**src/rtl/adder_seq_pkg.sv**
```systemverilog
`default_nettype none
// ============================================================================
//  Module      : adder_seq_pkg
//  Description : Shared types and constants for the multi-word adder
//                sequencer: word width, FSM state enum, result record.
//  Revision    : 1.0  initial release
// ============================================================================
package adder_seq_pkg;

    // Word width of the single prefix adder shared by the datapath
    localparam int ADDER_WIDTH = 16;

    // Storage width of the word-count field in the result record; the
    // sequencer keeps MAX_WORDS small enough that its counter is narrower
    localparam int WORDS_FIELD_W = 8;
    localparam int MAX_WORDS_LIMIT = 127;

    typedef enum logic [0:0] {
        IDLE = 1'b0,
        BUSY = 1'b1
    } state_t;

    typedef struct packed {
        logic [ADDER_WIDTH-1:0]   sum;
        logic                     last;
        logic                     cout;
        logic                     err;
        logic [WORDS_FIELD_W-1:0] words;
    } result_t;

endpackage : adder_seq_pkg
`default_nettype wire

```
**src/rtl/adder.sv**
```systemverilog
`default_nettype none
// ============================================================================
//  Module      : adder
//  Description : WIDTH-bit parallel-prefix (Kogge-Stone) adder with carry-in
//                and carry-out. Purely combinational.
//  Revision    : 1.0  initial release
// ============================================================================
module adder #(
    parameter int WIDTH = 16
) (
    input  logic [WIDTH-1:0] a,
    input  logic [WIDTH-1:0] b,
    input  logic             cin,
    output logic [WIDTH-1:0] sum,
    output logic             cout
);

    localparam int LEVELS = $clog2(WIDTH);

    logic [WIDTH-1:0] w_gk;
    logic [WIDTH-1:0] w_pk;
    logic [WIDTH-1:0] w_gn;
    logic [WIDTH-1:0] w_pn;
    logic [WIDTH:0]   w_carry;

    // Prefix tree: after LEVELS stages w_gk[i]/w_pk[i] span bits [i:0],
    // so each carry only needs the group terms combined with cin
    always_comb begin
        w_gk    = a & b;
        w_pk    = a ^ b;
        w_gn    = w_gk;
        w_pn    = w_pk;
        w_carry = '0;
        for (int lv = 0; lv < LEVELS; lv++) begin
            w_gn = w_gk;
            w_pn = w_pk;
            for (int i = 0; i < WIDTH; i++) begin
                if (i >= (1 << lv)) begin
                    w_gn[i] = w_gk[i] | (w_pk[i] & w_gk[i - (1 << lv)]);
                    w_pn[i] = w_pk[i] & w_pk[i - (1 << lv)];
                end
            end
            w_gk = w_gn;
            w_pk = w_pn;
        end
        w_carry[0] = cin;
        for (int i = 0; i < WIDTH; i++) begin
            w_carry[i+1] = w_gk[i] | (w_pk[i] & cin);
        end
    end

    assign sum  = (a ^ b) ^ w_carry[WIDTH-1:0];
    assign cout = w_carry[WIDTH];

endmodule : adder
`default_nettype wire

```
**src/rtl/adder_word_seq.sv**
```systemverilog
`default_nettype none
// ============================================================================
//  Module      : adder_word_seq
//  Description : Streaming multi-word adder sequencer. Takes operand pairs one
//                word per beat (LS word first), chains the carry through a
//                single 16-bit prefix adder and registers each sum word.
//  Revision    : 1.0  initial release
// ============================================================================
module adder_word_seq
    import adder_seq_pkg::*;
#(
    parameter  int WIDTH     = 16,
    parameter  int MAX_WORDS = 8,
    localparam int CNT_W     = $clog2(MAX_WORDS + 1)
) (
    input  logic             clk,
    input  logic             rst,
    input  logic             in_valid,
    output logic             in_ready,
    input  logic [WIDTH-1:0] in_a,
    input  logic [WIDTH-1:0] in_b,
    input  logic             in_cin,
    input  logic             in_first,
    input  logic             in_last,
    output logic             out_valid,
    input  logic             out_ready,
    output logic [WIDTH-1:0] out_sum,
    output logic             out_last,
    output logic             out_cout,
    output logic             out_err,
    output logic [CNT_W-1:0] out_words
);

    localparam logic [CNT_W-1:0] c_ONE = CNT_W'(1);
    localparam logic [CNT_W-1:0] c_MAX = CNT_W'(MAX_WORDS);

    // Parameter sanity: the datapath is tied to the shared 16-bit adder
    generate
        if (WIDTH != ADDER_WIDTH) begin : g_width_check
            $error("adder_word_seq: WIDTH must equal the adder width (16)");
        end
        if (MAX_WORDS < 1 || MAX_WORDS > MAX_WORDS_LIMIT) begin : g_max_words_check
            $error("adder_word_seq: MAX_WORDS out of supported range");
        end
    endgenerate

    state_t           r_state;
    state_t           w_state_next;
    logic             r_carry;
    logic [CNT_W-1:0] r_count;
    logic             r_out_valid;
    result_t          r_out;

    logic             w_accept;
    logic             w_start;
    logic             w_err_proto;
    logic             w_cin;
    logic [WIDTH-1:0] w_sum;
    logic             w_cout;
    logic [CNT_W-1:0] w_words_next;
    logic             w_overflow;
    logic             w_last;
    logic             w_err;
    logic             w_unused_words;

    assign in_ready = !r_out_valid | out_ready;
    assign w_accept = in_valid & in_ready;

    adder #(
        .WIDTH (WIDTH)
    ) u_adder (
        .a    (in_a),
        .b    (in_b),
        .cin  (w_cin),
        .sum  (w_sum),
        .cout (w_cout)
    );

    // FSM state register
    always_ff @(posedge clk) begin
        if (rst) begin
            r_state <= IDLE;
        end else begin
            r_state <= w_state_next;
        end
    end

    // FSM next state: an accepted beat that closes the operand returns to IDLE
    always_comb begin
        w_state_next = r_state;
        if (w_accept) begin
            w_state_next = w_last ? IDLE : BUSY;
        end
    end

    // FSM outputs: does this beat start an operand, and is it out of protocol
    always_comb begin
        w_start     = 1'b1;
        w_err_proto = 1'b0;
        case (r_state)
            IDLE: begin
                w_start     = 1'b1;
                w_err_proto = !in_first;
            end
            BUSY: begin
                w_start     = in_first;
                w_err_proto = in_first;
            end
            default: begin
                w_start     = 1'b1;
                w_err_proto = 1'b0;
            end
        endcase
    end

    // Per-beat datapath controls: carry select, word count, length overflow
    always_comb begin
        w_cin        = w_start ? in_cin : r_carry;
        w_words_next = w_start ? c_ONE : (r_count + 1'b1);
        w_overflow   = (w_words_next == c_MAX) & !in_last;
        w_last       = in_last | w_overflow;
        w_err        = w_err_proto | w_overflow;
    end

    // Carry chain and word counter advance only on an accepted beat
    always_ff @(posedge clk) begin
        if (rst) begin
            r_carry <= 1'b0;
            r_count <= '0;
        end else if (w_accept) begin
            r_carry <= w_cout;
            r_count <= w_words_next;
        end
    end

    // One-entry output register; loads on accept, drains on out handshake
    always_ff @(posedge clk) begin
        if (rst) begin
            r_out_valid <= 1'b0;
            r_out       <= '0;
        end else if (w_accept) begin
            r_out_valid <= 1'b1;
            r_out.sum   <= w_sum;
            r_out.last  <= w_last;
            r_out.cout  <= w_cout;
            r_out.err   <= w_err;
            r_out.words <= {{(WORDS_FIELD_W - CNT_W){1'b0}}, w_words_next};
        end else if (out_ready) begin
            r_out_valid <= 1'b0;
        end
    end

    assign out_valid      = r_out_valid;
    assign out_sum        = r_out.sum;
    assign out_last       = r_out.last;
    assign out_cout       = r_out.cout;
    assign out_err        = r_out.err;
    assign out_words      = r_out.words[CNT_W-1:0];
    assign w_unused_words = ^r_out.words[WORDS_FIELD_W-1:CNT_W];

endmodule : adder_word_seq
`default_nettype wire

```
**config.mk**
```make
export PLATFORM = sky130hd
export DESIGN_NAME = adder_word_seq
export DESIGN_NICKNAME = d
export VERILOG_FILES = /design/src/rtl/adder_seq_pkg.sv /design/src/rtl/adder.sv /design/src/rtl/adder_word_seq.sv
export SDC_FILE = /design/constraint.sdc
export NUM_CORES = 1
export LEC_CHECK = 0
export ABC_AREA = 0
export CORE_MARGIN = 2
export CORE_UTILIZATION = 35
export CTS_BUF_LIST = sky130_fd_sc_hd__clkbuf_4 sky130_fd_sc_hd__clkbuf_8 sky130_fd_sc_hd__clkbuf_16
export DETAILED_ROUTE_END_ITERATION = 7
export PLACE_DENSITY = 0.73
export REMOVE_ABC_BUFFERS = 1
export SETUP_SLACK_MARGIN = 0.02
export SLEW_MARGIN = 0
export SYNTH_ARGS = -nofsm -noshare
export SYNTH_HDL_FRONTEND = slang
export SYNTH_HIERARCHICAL = 1
export SYNTH_SLANG_ARGS = --single-unit
```
**constraint.sdc**
```tcl
create_clock -name clk -period 2.7 [get_ports clk]
set_clock_uncertainty 0.15 [all_clocks]
set_input_delay 0.54 -clock clk [delete_from_list [all_inputs] [get_ports clk]]
set_output_delay 0.54 -clock clk [all_outputs]
set_load 0.01 [all_outputs]
```
==> run_results.csv <==
group,metric,value,unit
status,outcome,"complete, no violations",
place,place_congestion,0.841,
timing,maxSlewViolCount,0,
global_route,grt_pass1_wl,8340,um
timing,layout_min_cycle_time,2.54,ns
setup_path,end_kind,"flip-flop",
route,routed_via_density,5.01,
cells_and_area,nets,378,
setup_path,crit_arrival,2.55,ns
synth,ys_warn_count,6,
setup_path,path_class,"in -> reg",
place,dpl.hpwl,3860,um
synth,synth_common_cells,"46 x nand2_1, 35 x a21oi_1, 25 x dfxtp_1, 18 x ha_1, 12 x inv_1",
global_route,grt_pass1_vias,1855,
timing,max_freq,394,MHz
global_route,antenna_found_initial,0,
synth,synthesis.area,1870,um2
synth,synth_seq_area_share,26.7,%
die,die_w,77.2,um
timing,setup_viol,0,
clock_tree,clockBufferDepth,2,
synth,ys_ff_latch,25,
synth,netlist_instances,238,
die,dieArea,5960,um2
setup_path,worst_setup_path_start_kind,"input port",
cells_and_area,layout-drive-gt1-share,15.7,%
setup_path,worstPathMaxFanout,5,
global_route,grt.total_usage,16.6,%
clock_tree,clock-root-buffer,"clkbuf_8",
synth,synth-simple-area-share,20.6,%
timing,setup_slack,0.164,ns
hold_path,hp-class,"reg -> reg",
synth,synth_fa_ha_area_share,13.1,%
place,place.port_buffers,63,
place,place_ws,-0.343,ns
synth,synth_edf_count,0,
power_and_ir_drop,powerDensity,403,nW/um2
global_route,grt_max_degree,14,
route,wl_per_cell,12.7,um
setup_path,timing.critical_path.mode_cell,"a21oi_2",
synth,async_flop_share,0,%
cells_and_area,fillers,506,
setup_path,crit_cells,9,
setup_path,crit_buf_inv,1,
cells_and_area,final_core_util,55.4,%
die,num_rows,26,
timing,maxSlewHeadroom,65.1,%
cells_and_area,register_area,500,um2
setup_path,ff2ff_path_depth,9,
clock_tree,hold_buffers,0,
flow_run,max_cap_viol_count,0,
global_route,grt_remaining_overflow,0,
timing,rsz0062_at_grt,"false",
synth,synth_mux_area_share,1.40,%
die,core-area,5140,um2
route,ant_nets,0,
timing,worst_pin_slew,0.522,ns
route,totalWireLength,4920,um
setup_path,critPathMaxStageDelay,0.44,ns
clock_tree,cts_made_buffers,3,
synth,syn_area_per_cell,7.88,um2
route,drt-pass1-iter-count,4,
clock_tree,cts_setup_buffers,0,
synth,synth_area_leaders,"dfxtp_1 27%, ha_1 12%, a21oi_1 9.3%, nand2_1 9.2%, xor2_1 3.7%",
timing,fin_crit_sh,93.9,%
die,pin_count,64,
synth,synth-compound-area-share,26.3,%
cells_and_area,diodes,0,
cells_and_area,multi_input_area,1350,um2
power_and_ir_drop,leakagePower,1.17,nW
clock_tree,cts_tree,"yes",
setup_path,cp_slowest_cell,"clkdlybuf4s50_1",
synth,synth.distinct_cells,48,
die,die_h,77.2,um
setup_path,worstPathRequired,2.71,ns
route,drc,0,
power_and_ir_drop,irDropWorstVdd,239,uV
die,initial_utilization,36.5,%
clock_tree,htreeDepth,1,
setup_path,crit_family,"compound AO/OA/AOI/OAI gates",
route,drt_iter0_markers,57,
route,vias,1950,
clock_tree,clkSinkCount,25,
timing,hold_violations,0,
synth,synth_top_family_by_area,"compound AO/OA/AOI/OAI gates",
synth,yosysTopAreaCell,"dfxtp_1",
synth,synth_ff_type,"dfxtp_1",
setup_path,worstPathCellList,"clkdlybuf4s50_1, ha_1, a211oi_4, o21ai_4, a21oi_2, a31oi_2, a211o_1, nand2_1, a21oi_2",
clock_tree,path_clk_slew,0.09,ns
synth,yosys.area_share.xor_xnor,7.01,%
synth,synth.most_common_cell,"nand2_1",
hold_path,hold_depth,2,
synth,synth_top_area_share,26.7,%
clock_tree,worstSkewPairLatency,0.26,ns
cells_and_area,area_growth,52.0,%
[layout make-up]
cell class / instances / share of cell area (%)
Timing Repair Buffer: 88 / 28.8
Multi-Input combinational cell: 190 / 47.3
Tap cell: 70 / 3.07
Sequential cell: 25 / 17.6
Clock buffer: 4 / 1.71
Inverter: 12 / 1.58
[worst min-delay path, cell delays in order (launching register included)]
cell and delay, ns:
dfxtp_1 0.32, nand2_1 0.05, a21oi_1 0.05
[cell usage in the layout (no fill, tap or decap), types with 2 or more instances in the layout]
master and n:
nor2_1 10, and2_1 2, inv_1 12, dfxtp_1 25, ha_1 17, nand4_1 4, xnor2_1 7, o21ai_0 7
and4_1 3, o211ai_1 3, a21oi_1 33, a21oi_2 4, nand2_1 46, a31oi_2 2, a21o_1 4, mux2_4 2
xor2_1 8, buf_4 25, nand2b_1 4, nor3_1 2, clkdlybuf4s50_1 62, o31ai_1 2, nor2b_1 2, clkbuf_8 3
[where the power goes]
| part | total [W] | internal (W) | switching (W) |
|---|---|---|---|
| Sequential | 0.000417 | 0.000400 | 0.0000175 |
| Clock | 0.000232 | 0.000115 | 0.000117 |
| Combinational | 0.000497 | 0.000262 | 0.000235 |
[per-stage QoR]
step	hold slack, ns	area (um2)	setup TNS [ns]	total power (W)	instances
6_report	0.308	2850	0	0.00115	389
5_1_grt	0.322	2850	0	0.00122	389
4_1_cts	0.311	2790	0	0.00114	389
3_5_place_dp	0.298	2730	-2.35	0.000901	385
3_3_place_gp	0.292	2730	-1.82	0.000895	385
2_1_floorplan	0.280	1830	0	0.000676	227
[flip-flops by register name, summed over array words and instances (netlist names)]
| name | cells |
|---|---|
| r_state | 1 |
| out_words | 4 |
| out_last | 1 |
| out_valid | 1 |
| out_cout | 1 |
| out_err | 1 |
| out_sum | 16 |
[per-layer routing]
| metal | vias to the layer above | GRT usage, % | part of all wire [%] |
|---|---|---|---|
| li1 | 1002 | - | - |
| met1 | 910 | 22.3 | 47 |
| met2 | 36 | 28.4 | 49 |
| met3 | 2 | 2.12 | 3.4 |
| met4 | 0 | 3.21 | 0.55 |
| met5 | - | 0 | 0 |
[cell families after synthesis]
family          after synthesis
xor+xnor                     15
buf+inv                      23
flops                        25
simple gates                 80
compound gates               74
fa+ha+maj                    19
mux                           2
[worst paths after layout]
| path | startpoint | end | slack, ns |
|---|---|---|---|
| hold reg to reg | out_sum[7] | out_sum[7] | 0.31 |
| hold / removal | out_sum[7] | out_sum[7] | 0.31 |
| setup reg to reg | r_state | out_cout | 0.42 |
| setup / recovery | in_a[0] | out_cout | 0.16 |
[timing repair]
action	4_1_cts	5_1_grt
setup endpoints to repair	1	10
gates resized for setup	2	12
pin swaps	0	8
hold endpoints to repair	0	0
Note: power is estimated with default switching activity, not from simulation.
